`src/rtl/wb_port_arbiter.sv`:
```
// Shares the integer register-file write port between the in-order writeback
// stage (priority) and a queued long-latency-unit result stream.
module wb_port_arbiter #(
    parameter int DEPTH        = 2,
    parameter int STARVE_LIMIT = 4
) (
    input  logic        clk,
    input  logic        rst_n,
    input  logic        pipe_wen,
    input  logic [4:0]  pipe_rd,
    input  logic [31:0] pipe_wdata,
    output logic        pipe_stall,
    input  logic        llu_valid,
    output logic        llu_ready,
    input  logic [4:0]  llu_rd,
    input  logic [31:0] llu_wdata,
    output logic        rf_wen,
    output logic [4:0]  rf_rd,
    output logic [31:0] rf_wdata,
    output logic [31:0] rd_pending
);
    localparam int AW = (DEPTH > 1) ? $clog2(DEPTH) : 1;
    localparam int CW = AW + 1;
    localparam int SW = $clog2(STARVE_LIMIT + 1);

    logic [36:0]   mem [DEPTH];
    logic [AW-1:0] wr_ptr_q, wr_ptr_d;
    logic [AW-1:0] rd_ptr_q, rd_ptr_d;
    logic [CW-1:0] count_q, count_d;
    logic [SW-1:0] starve_q, starve_d;

    logic        empty, full, pipe_real, forced, push, pop;
    logic [36:0] head;

    assign empty     = (count_q == '0);
    assign full      = (count_q == CW'(DEPTH));
    assign pipe_real = pipe_wen && (pipe_rd != 5'd0);
    assign forced    = !empty && (starve_q == SW'(STARVE_LIMIT));
    assign pop       = forced || (!pipe_real && !empty);
    assign head      = mem[rd_ptr_q];

    // Ready depends only on registered occupancy, so a same-cycle pop never frees a slot early.
    assign llu_ready = rst_n && !full;
    assign push      = llu_valid && llu_ready && (llu_rd != 5'd0);

    always_comb begin
        rf_wen     = 1'b0;
        rf_rd      = 5'd0;
        rf_wdata   = 32'd0;
        pipe_stall = 1'b0;
        if (rst_n) begin
            if (forced) begin
                rf_wen     = 1'b1;
                rf_rd      = head[36:32];
                rf_wdata   = head[31:0];
                pipe_stall = 1'b1;
            end else if (pipe_real) begin
                rf_wen   = 1'b1;
                rf_rd    = pipe_rd;
                rf_wdata = pipe_wdata;
            end else if (!empty) begin
                rf_wen   = 1'b1;
                rf_rd    = head[36:32];
                rf_wdata = head[31:0];
            end
        end
    end

    always_comb begin
        wr_ptr_d = push ? wr_ptr_q + AW'(1) : wr_ptr_q;
        rd_ptr_d = pop  ? rd_ptr_q + AW'(1) : rd_ptr_q;
        count_d  = count_q + CW'(push) - CW'(pop);
        starve_d = starve_q;
        if (empty || pop)
            starve_d = '0;
        else if (starve_q != SW'(STARVE_LIMIT))
            starve_d = starve_q + SW'(1);
    end

    always_ff @(posedge clk or negedge rst_n) begin
        if (!rst_n) begin
            wr_ptr_q <= '0;
            rd_ptr_q <= '0;
            count_q  <= '0;
            starve_q <= '0;
        end else begin
            wr_ptr_q <= wr_ptr_d;
            rd_ptr_q <= rd_ptr_d;
            count_q  <= count_d;
            starve_q <= starve_d;
        end
    end

    always_ff @(posedge clk) begin
        if (push)
            mem[wr_ptr_q] <= {llu_rd, llu_wdata};
    end

    // An entry is live when its distance from the read pointer is below the occupancy.
    logic [31:0] entry_mask [DEPTH];
    for (genvar gi = 0; gi < DEPTH; gi++) begin : g_pending
        logic [AW-1:0] offset;
        assign offset         = AW'(gi) - rd_ptr_q;
        assign entry_mask[gi] = ({1'b0, offset} < count_q) ? (32'd1 << mem[gi][36:32]) : 32'd0;
    end

    always_comb begin
        rd_pending = 32'd0;
        for (int i = 0; i < DEPTH; i++)
            rd_pending = rd_pending | entry_mask[i];
        rd_pending[0] = 1'b0;
    end
endmodule
```
`config.mk`:
```
export PLATFORM = sky130hd
export DESIGN_NAME = wb_port_arbiter
export DESIGN_NICKNAME = d
export VERILOG_FILES = /design/src/rtl/wb_port_arbiter.sv
export SDC_FILE = /design/constraint.sdc
export NUM_CORES = 1
export LEC_CHECK = 0
export BUFFER_PORTS_ARGS = -buffer_cell sky130_fd_sc_hd__buf_2
export CORE_MARGIN = 3
export CORE_UTILIZATION = 31
export CTS_BUF_LIST = sky130_fd_sc_hd__clkbuf_4 sky130_fd_sc_hd__clkbuf_8
export DETAILED_ROUTE_END_ITERATION = 6
export PLACE_DENSITY = 0.55
export SLEW_MARGIN = 20
export SYNTH_ARGS = -nofsm -noshare
export SYNTH_HDL_FRONTEND = slang
export SYNTH_SLANG_ARGS = --single-unit
```
`constraint.sdc`:
```
create_clock -name clk -period 7.7 [get_ports clk]
set_clock_uncertainty 0.15 [all_clocks]
set_input_delay 1.155 -clock clk [delete_from_list [all_inputs] [get_ports clk]]
set_output_delay 1.155 -clock clk [all_outputs]
set_load 0.05 [all_outputs]
```
# Yosys cells after proc, flatten, opt, wreduce, memory -nomap -nowiden
# Memories as Yosys holds them, arrays and structs flattened.
# Index checks and enable logic that the tools add are counted.
[word_totals]
ff_bits = 7
ramBits = 74
in_bits = 78
out_inout_bits = 72
wordCells = 55
mem_count = 1
[mem_list]
columns = ["memory", "depth", "word_bits", "rd", "rd_clocked_by_memory_dff", "wr", "line_no", "rtl"]
rows = [
  ["mem", 2, 37, 3, 0, 1, "26", "logic [36:0] mem [DEPTH];"],
]
[classes]
add_sub_neg = 7
magnitude_cmp = 2
n_eq_ne = 3
n_shift = 2
n_mux = 20
n_bitwise = 1
n_reduce_logical = 15
[op_table]
columns = ["operator", "n"]
rows = [
  ["$mux 32", 6],
  ["$shl 1x5->32 const A", 2],
  ["$or 32x32->32", 1],
  ["$mux 5", 4],
  ["$reduce_bool 5->1", 2],
  ["$mux 1", 8],
  ["$logic_and 1x1->1", 6],
  ["$mux 3", 2],
  ["$lt 1x2->1", 2],
  ["$add 3x1->3 const B", 1],
  ["$eq 3x3->1 const B", 1],
  ["$logic_not 1->1", 3],
  ["$ne 3x3->1 const B", 1],
  ["$add 1x1->1 const B", 2],
  ["$add 2x1->2", 1],
  ["$eq 2x2->1 const B", 1],
  ["$logic_not 2->1", 1],
  ["$logic_or 1x1->1", 2],
  ["$reduce_bool 2->1", 1],
  ["$sub 1x1->1 const A", 2],
  ["$sub 2x1->2", 1],
]

# Depth between registers and ports, before layout
# Gate-level depths: netlist of run 1.
[depth]
word_depth = 7
depth_mapped = 10
depth_no_buf = 10

# Least setup slack after synthesis of run 1
# Ideal clock, no wire load.
[synth_timing]
path_kind = "input to register"
startpoint = "input rst_n"
endpoint = "memory mem[0][0] (enable)"
setup_ns = 0.436
arrival_time_ns = 4.405
t_required_ns = 7.114
setup_slack_ns = 2.710
stages = 3
path_buffers = 0
path_cell_list = "a21boi_0 o211a_1 nor2b_1"
[synth_between]
elab_chain_len = 5
[synth_rtl]
columns = ["element", "line_no", "rtl"]
rows = [
  ["from (decl)", "8", "input logic rst_n,"],
  ["$logic_and 1x1->1", "43", "assign llu_ready = rst_n && !full;"],
  ["$logic_and 1x1->1 (2 in a row)", "44", "assign push = llu_valid && llu_ready && (llu_rd != 5'd0);"],
  ["$mux 1", "95", "if (push)"],
  ["$mux 1 (implied by the code)", "96", "mem[wr_ptr_q] <= {llu_rd, llu_wdata};"],
  ["to (decl)", "26", ""],
]
# Every way passes these cells.

# Worst setup path in the final report of run 1
[layout_timing]
startpoint = "input pipe_rd[0]"
endpoint = "output rf_wdata[22]"
[layout_between]
elab_chain_len = 5
[layout_rtl]
columns = ["element", "line_no", "rtl"]
rows = [
  ["from (decl)", "10", "input logic [4:0] pipe_rd,"],
  ["$reduce_bool 5->1", "37", "assign pipe_real = pipe_wen && (pipe_rd != 5'd0);"],
  ["$logic_and 1x1->1", "37", ""],
  ["$mux 32", "57", "end else if (pipe_real) begin"],
  ["$mux 32", "52", "if (forced) begin"],
  ["$mux 32", "51", "if (rst_n) begin"],
  ["to (decl)", "19", "output logic [31:0] rf_wdata,"],
]
# Every way passes these cells.

==> flow_summary.json, run 1 <==
{
  "status": "finished, final reports clean",
  "synth-simple-area-share_pct": 6.443,
  "layout_commonest_cell": "buf_2",
  "relSlewSlack_pct": 37.07,
  "syn-cell-area_mm2": 0.004059,
  "drt-total-wl_um": 9665,
  "grt_max_degree": 40,
  "timing.fmax_mhz": 218.0,
  "cts.sinks": 81,
  "syn_inst": 275,
  "die-width_um": 120.4,
  "drtPass1Iterations": 7,
  "grtUsageTotal_pct": 13.04,
  "ios": 150,
  "htree_num_levels": 3,
  "finalCritPeriodShare_pct": 59.57,
  "vdd_ir_drop_max_mv": 0.1460,
  "postCtsHoldBufs": 0,
  "core-area_mm2": 0.01272,
  "max_cap_viol_count": 0,
  "clockBufferDepth": 2,
  "wl_met3_um": 786,
  "synthesis.nets": 357,
  "ys_async_sr_fraction_pct": 8.642,
  "reg2reg_slack_ps": 5350,
  "grt_pass1_vias": 2877,
  "synth_compound_area_share_pct": 19.48,
  "setup_viol": 0,
  "syn-mean-instance-area_um2": 14.76,
  "synth_edf_count": 74,
  "nNetsFinal": 499,
  "via_count": 2907,
  "viasPerCell": 4.902,
  "dieArea_mm2": 0.01450,
  "crit_fanout": 37,
  "cts.clk_slew.worst_paths_ps": 80,
  "port_buffers": 148,
  "hold_path.class": "reg2reg",
  "synth_cell_types": 36,
  "syn_to_final_growth_pct": 26.94,
  "hold_viol": 0,
  "initial_core_util_pct": 31.90,
  "synth_xor_xnor_area_share_pct": 0.8631,
  "cts_root_buffer": "clkbuf_8",
  "synth_ff_type": "edfxtp_1",
  "drt-met1-wl_um": 4120,
  "drc_errors": 0,
  "cts_resized": 0,
  "layoutNonFillerInstCount": 593,
  "muxShareOfSynthArea_pct": 9.371,
  "ys_ff_latch": 81,
  "rsz0062_at_grt": "false",
  "dp_hpwl_um": 6893,
  "drtIter0Drc": 137,
  "crit_type": "in2out",
  "yosysWarnings": 0,
  "leakagePower_nw": 2.090,
  "post-place-cells": 578,
  "top_layer": "met4",
  "cts_tree": "done",
  "powerDensity_mw_per_mm2": 295.8,
  "synth_top_family_by_area": "compound AO/OA/AOI/OAI gates",
  "min_period_ps": 4587,
  "fin_tns_setup_ps": 0,
  "cp.required_ps": 6390,
  "wl_per_cell_um": 16.30,
  "worst_pin_slew_ps": 943.9,
  "post_cts_buffers": 0,
  "synth_fa_ha_area_share_pct": 1.233,
  "clock_latency_ps": 340,
  "die_h_um": 120.4,
  "cts_made_buffers": 9,
  "antenna_found_initial": 0,
  "mostFrequentLayoutCells": "buf_2 (148), edfxtp_1 (74), mux2i_1 (38), o22ai_1 (31), o2bb2ai_2 (28)",
  "dp_slack_ps": 3111,
  "placementRows": 41,
  "cp.arrival_ps": 3280,
  "met2WireLength_um": 4650,
  "start_kind": "primary input",
  "place.gp.congestion": 0.7719,
  "grt_remaining_overflow": 0,
  "cp-end-kind": "output pin",
  "yosysSeqAreaShare_pct": 59.06,
  "n_antenna_cell": 0,
  "drv_slew": 0,
  "final_layout_size_suffix_gt1_share_pct": 49.17,
  "drtAntennaViolNets": 0,
  "worst_slack_ps": 3113,
  "grt_pass1_wl_um": 14740
}
state kept, by name, summed over array words and instances (netlist names):
register / count
starve_q: 3
rd_ptr_q: 1
mem: 74
count_q: 2
wr_ptr_q: 1
cell type report:
| class | instances | area, um^2 |
|---|---|---|
| sequential | 81 | 2399 |
| timing repair buffer | 152 | 770.7 |
| inverter | 6 | 22.52 |
| clock buffer | 9 | 123.9 |
| tap | 172 | 215.2 |
| fill | 1248 | 7570 |
| multi-input combinational | 167 | 1538 |
| clock inverter | 6 | 83.83 |
critical path, stage by stage:
cell and delay, ps:
buf_2 100, or3_1 420, o311a_1 320, or3b_2 440, buf_4 310, o2bb2ai_2 200, buf_2 280
metal layers:
layer	GRT usage (%)	vias up
met2	22.32	161
met1	15.88	1359
met5	0	-
li1	-	1376
met3	3.414	11
met4	4.603	0
stage by stage:
stage	hold slack (ps)	total power [W]	util, %	cell area, um^2
6_report	332.5	0.001524	40.50	5152
5_1_grt	376.1	0.001604	40.50	5152
4_1_cts	326.6	0.001544	40.50	5152
3_5_place_dp	315.8	0.001216	38.87	4945
3_3_place_gp	298.5	0.001209	38.87	4945
2_1_floorplan	284.8	0.001070	-	4059
worst paths after layout:
path	end	cells after the start	startpoint
min	starve_q[0]	1	starve_q[0]
max reg2reg	mem[0][10]	5	count_q[0]
max	rf_wdata[22]	7	pipe_rd[0]
max in group asynchronous	rd_ptr_q	1	rst_n
min reg2reg	starve_q[0]	1	starve_q[0]
min in group asynchronous	count_q[0]	1	rst_n
power breakdown:
part,internal [W],total (W),switching [W]
clock network,0.000179,0.000327,0.000148
registers,0.000551,0.000581,0.0000303
logic,0.000187,0.000616,0.000430
total,0.000916,0.00152,0.000608
cell usage after synthesis, drive strengths merged (2+ instances only):
cell	n	area (um^2)
o22ai	31	193.9
clkbuf	11	41.29
buf	10	76.32
nor2	10	37.54
or3b	6	52.55
o2bb2ai	37	536.8
mux2i	38	380.4
or3	4	25.02
nand3b	9	67.56
xnor2	3	26.28
nand2	6	22.52
edfxtp	74	2222
dfrtp	7	175.2
a21boi	2	15.01
ha	4	50.05
inv	6	22.52
nor3b	2	15.01
nand3	3	15.01
kinds of logic (layout without fill, tap and decap cells):
kind of cell             Yosys count  after routing
AND/OR/NAND/NOR                   44             44
AO/OA/AOI/OAI                     76             76
adder cells (fa/ha/maj)            4              4
other                              1              1
XOR/XNOR                           4              4
flip-flops                        81             81
multiplexers                      38             38
buffers and inverters             27            173
No activity file was read; power rests on OpenSTA's default activity.
==> inputs of run 2 (changes only) <==
PLACE_DENSITY = 0.57   (was 0.55)
clock period = 4 ns   (was 7.7 ns; I/O delays follow)
==> flow_summary.json, run 2 (synthesized netlist as in run 1, its figures left out) <==
{
  "cts_resized": 0,
  "setup_viol": 0,
  "grt_pass1_wl_um": 14710,
  "port_buffers": 148,
  "timing.fmax_mhz": 266.8,
  "cts_tree": "done",
  "hold_viol": 0,
  "powerDensity_mw_per_mm2": 556.6,
  "seqCellArea_mm2": 0.002399,
  "cts_root_buffer": "clkbuf_8",
  "nNetsFinal": 502,
  "grt_remaining_overflow": 0,
  "wl_per_cell_um": 16.10,
  "drt-total-wl_um": 9609,
  "cp.required_ps": 3250,
  "drtPass1Iterations": 4,
  "ios": 150,
  "clockBufferDepth": 2,
  "viasPerCell": 4.826,
  "max_cap_viol_count": 0,
  "min_period_ps": 3748,
  "drtAntennaViolNets": 0,
  "vdd_ir_drop_max_mv": 0.2356,
  "cts.sinks": 81,
  "worst_pin_slew_ps": 653.7,
  "start_kind": "primary input",
  "hold_path.class": "in2reg",
  "n_antenna_cell": 0,
  "place.gp.congestion": 0.8300,
  "cts.clk_slew.worst_paths_ps": 80,
  "drv_slew": 0,
  "grtUsageTotal_pct": 13.08,
  "core-area_mm2": 0.01272,
  "antenna_found_initial": 1,
  "final_core_util_pct": 40.52,
  "relSlewSlack_pct": 56.31,
  "dp_hpwl_um": 7184,
  "multiInputGateArea_mm2": 0.001538,
  "cts_made_buffers": 9,
  "final_layout_size_suffix_gt1_share_pct": 48.71,
  "post_cts_buffers": 0,
  "cp.arrival_ps": 3000,
  "clock_latency_ps": 340,
  "crit_type": "in2out",
  "syn_to_final_growth_pct": 27.00,
  "htree_num_levels": 3,
  "fill_cells": 1260,
  "via_count": 2881,
  "cp-end-kind": "output pin",
  "drtIter0Drc": 165,
  "status": "finished, final reports clean",
  "fin_tns_setup_ps": 0,
  "initial_core_util_pct": 31.90,
  "dieArea_mm2": 0.01450,
  "layout_commonest_cell": "buf_2",
  "largest_reg_flops": 74,
  "mostFrequentLayoutCells": "buf_2 (148), edfxtp_1 (74), mux2i_1 (38), o22ai_1 (31), o2bb2ai_2 (28)",
  "grt_pass1_vias": 2847,
  "largest-register": "mem",
  "finalCritPeriodShare_pct": 93.71,
  "largestRegisters": "mem (74), starve_q (3), count_q (2)",
  "rsz0062_at_grt": "false",
  "leakagePower_nw": 2.094,
  "die-width_um": 120.4,
  "grt_max_degree": 38,
  "crit_fanout": 20,
  "drc_errors": 0,
  "placementRows": 41,
  "die_h_um": 120.4
}
==> run 2: cell count changes in the layout (fill, tap and decap cells not counted), sizes merged <==
| cell | delta |
|---|---|
| dlygate4sd3 | +1 |
| bufinv | -1 |
| clkinvlp | -1 |
| buf | +2 |
| clkinv | +3 |
==> run 2: layout make-up <==
| type | instances | share of cell area [%] |
|---|---|---|
| Clock buffer | 9 | 2.403 |
| Clock inverter | 7 | 1.189 |
| Inverter | 6 | 0.4369 |
| Sequential cell | 81 | 46.53 |
| Multi-Input combinational cell | 167 | 29.83 |
| Timing Repair Buffer | 155 | 15.44 |
| Tap cell | 172 | 4.175 |
==> run 2: routing by layer <==
metal | up-vias | GRT usage, % | wire length (um)
met3 | 14 | 3.789 | 800
met4 | 2 | 4.391 | 112
met5 | - | 0 | 13
li1 | 1389 | - | -
met1 | 1336 | 16.11 | 3988
met2 | 140 | 22.04 | 4693
==> run 2: critical path, stage by stage <==
cell           delay (ps)
dlygate4sd3_1         520
buf_2                 250
o21ai_0               200
nor2_4                540
buf_4                 440
o2bb2ai_1             150
buf_2                 270
==> run 2: where the power goes <==
group / leakage, nW / total, W / internal, W / switching (W)
logic: 1.24 / 0.00114 / 0.000362 / 0.000777
registers: 0.761 / 0.00116 / 0.00106 / 0.000102
clock network: 0.0894 / 0.000569 / 0.000281 / 0.000288
total: 2.09 / 0.00287 / 0.00170 / 0.00117
==> run 2: path summary, 6_finish.rpt <==
kind	startpoint	endpoint	slack, ps	cells past startpoint
max	rst_n	rf_wdata[31]	250	7
min	llu_wdata[14]	mem[0][14]	290	1
max reg2reg	count_q[0]	mem[1][9]	1710	5
min reg2reg	starve_q[0]	starve_q[0]	320	1
max in group asynchronous	rst_n	rd_ptr_q	2980	2
min in group asynchronous	rst_n	starve_q[1]	510	2
==> run 2: repair_timing <==
action / 4_1_cts / 5_1_grt
setup endpoints to repair: 0 / 0
hold buffers: 1 / 0
hold endpoints to repair: 7 / 0
==> run 2: metrics by stage <==
stage                     area (um^2)  setup WS, ps  cells  hold WS [ps]  total power, W
after detailed placement         4960         645.9    580         309.0        0.002342
final                            5155         251.8    597         287.9        0.002869
after global placement           4960         682.3    580         298.6        0.002321
after CTS                        5155         223.9    597         258.2        0.002917
after floorplan                  4061         259.1    275         154.4        0.002060
after global routing             5155         10.33    597         258.1        0.003030
==> inputs of run 3 (changes only) <==
ABC_CLOCK_PERIOD_IN_PS = 4000   (was not set)
PLACE_DENSITY = not set   (was 0.57)
PLACE_DENSITY_LB_ADDON = 0.1   (was not set)
==> flow_summary.json, run 3 (synthesized netlist as in run 1, its figures left out) <==
{
  "hold_viol": 0,
  "max_cap_viol_count": 0,
  "regToRegStartpoint": "count_q[1]",
  "wl_met3_um": 641,
  "status": "finished, final reports clean",
  "reg2reg_slack_ps": 1660,
  "cts_root_buffer": "clkbuf_8",
  "die-width_um": 120.4,
  "drtPass1Iterations": 4,
  "cts.sinks": 81,
  "met2WireLength_um": 4561,
  "final_layout_size_suffix_gt1_share_pct": 49.29,
  "critical_path.most_common_cell": "buf_2",
  "crit_fanout": 32,
  "initial_core_util_pct": 31.90,
  "vdd_ir_drop_max_mv": 0.2014,
  "cts.clk_slew.worst_paths_ps": 90,
  "cp-end-kind": "output pin",
  "setup_viol": 0,
  "top_layer": "met4",
  "grt_pass1_vias": 2838,
  "powerDensity_mw_per_mm2": 562.7,
  "largest-register": "mem",
  "min_period_ps": 3443,
  "antenna_found_initial": 0,
  "fill_cells": 1275,
  "final_cell_area_mm2": 0.005165,
  "nNetsFinal": 501,
  "crit_type": "in2out",
  "drv_slew": 0,
  "worst_pin_slew_ps": 616.8,
  "via_count": 2868,
  "finalCritPeriodShare_pct": 86.09,
  "n_antenna_cell": 0,
  "post_dp_cell_area_mm2": 0.004952,
  "path_cells": "dlygate4sd3_1 -> buf_2 -> o21ai_0 -> nor2_4 -> buf_4 -> o2bb2ai_1 -> buf_2",
  "core-area_mm2": 0.01272,
  "wl_per_cell_um": 15.64,
  "slowest_delay_ps": 520,
  "power_w": 0.002906,
  "syn_to_final_growth_pct": 27.25,
  "r2r-end": "mem[1][28]",
  "relSlewSlack_pct": 58.88,
  "viasPerCell": 4.812,
  "htree_num_levels": 3,
  "grt_remaining_overflow": 0,
  "hold_path.class": "in2reg",
  "drtAntennaViolNets": 0,
  "start_kind": "primary input",
  "drt-total-wl_um": 9321,
  "place.gp.congestion": 0.7777,
  "leakagePower_nw": 2.100,
  "clockBufferDepth": 2,
  "drc_errors": 0,
  "slowest_stage": "dlygate4sd3_1",
  "dieArea_mm2": 0.01450,
  "seqCellArea_mm2": 0.002399,
  "startpoint": "rst_n",
  "cp.arrival_ps": 2690,
  "die_h_um": 120.4,
  "drt-met1-wl_um": 4011,
  "layout_commonest_cell": "buf_2",
  "timing.fmax_mhz": 290.4,
  "port_buffers": 148,
  "cts_tree": "done",
  "rsz0062_at_grt": "false",
  "ios": 150,
  "drtIter0Drc": 87,
  "reg2reg_depth": 4,
  "grt_max_degree": 38,
  "clock_latency_ps": 340,
  "largestRegisters": "mem (74), starve_q (3), count_q (2)",
  "fin_tns_setup_ps": 0,
  "postCtsHoldBufs": 1,
  "cts_made_buffers": 9,
  "placementRows": 41,
  "post_cts_buffers": 0,
  "worstSetupEndpoint": "rf_wdata[31]",
  "cts_resized": 0,
  "grt_pass1_wl_um": 14420,
  "cp.required_ps": 3250,
  "grtUsageTotal_pct": 12.64,
  "multiInputGateArea_mm2": 0.001538,
  "largest_reg_flops": 74,
  "dp_hpwl_um": 6858,
  "mostFrequentLayoutCells": "buf_2 (148), edfxtp_1 (74), mux2i_1 (38), o22ai_1 (31), o2bb2ai_2 (28)"
}
## run 3: cell types whose count changed in the layout (fill, tap and decap cells not counted)
| cell | delta |
|---|---|
| clkinv_1 | -3 |
| clkinv_4 | +2 |
| buf_4 | -1 |
| inv_8 | +1 |
## run 3: routing by layer
metal	global-route usage, %	up-vias
met1	15.82	1370
met5	0	-
met4	4.462	0
met2	21.48	105
li1	-	1386
met3	2.853	7
## run 3: stage by stage
stage | std cells | worst slack, ps | util (%) | hold WS, ps
floorplan | 275 | 259.1 | - | 154.4
global placement | 579 | 619.0 | 38.93 | 309.2
detailed placement | 579 | 603.3 | 38.93 | 314.2
CTS | 596 | 473.8 | 40.60 | 265.5
global route | 596 | 357.3 | 40.60 | 267.0
finish | 596 | 556.5 | 40.60 | 290.8
## run 3: where the power goes
part	internal (W)	switching (W)	total [W]
clock network	0.000294	0.000310	0.000603
logic	0.000360	0.000774	0.00113
registers	0.00106	0.000111	0.00117
## run 3: worst min-delay path by stage
stage,start,end,depth (start not counted)
floorplan,rst_n,count_q[0],0
global placement,starve_q[0],starve_q[0],1
detailed placement,starve_q[0],starve_q[0],1
CTS,llu_wdata[13],mem[0][13],1
global route,llu_wdata[15],mem[1][15],1
finish,llu_wdata[19],mem[0][19],1
## run 3: layout make-up
type	instances	area share, %
clock buffer	9	2.398
sequential	81	46.44
tap	172	4.167
clock inverter	7	1.526
inverter	6	0.4360
multi-input combinational	167	29.77
timing repair buffer	154	15.26
## run 3: worst max-delay path: cells and delay by family
| family | cells | cell delay, ps |
|---|---|---|
| buf+inv | 4 | 1520 |
| compound gates | 2 | 360 |
| simple gates | 1 | 170 |
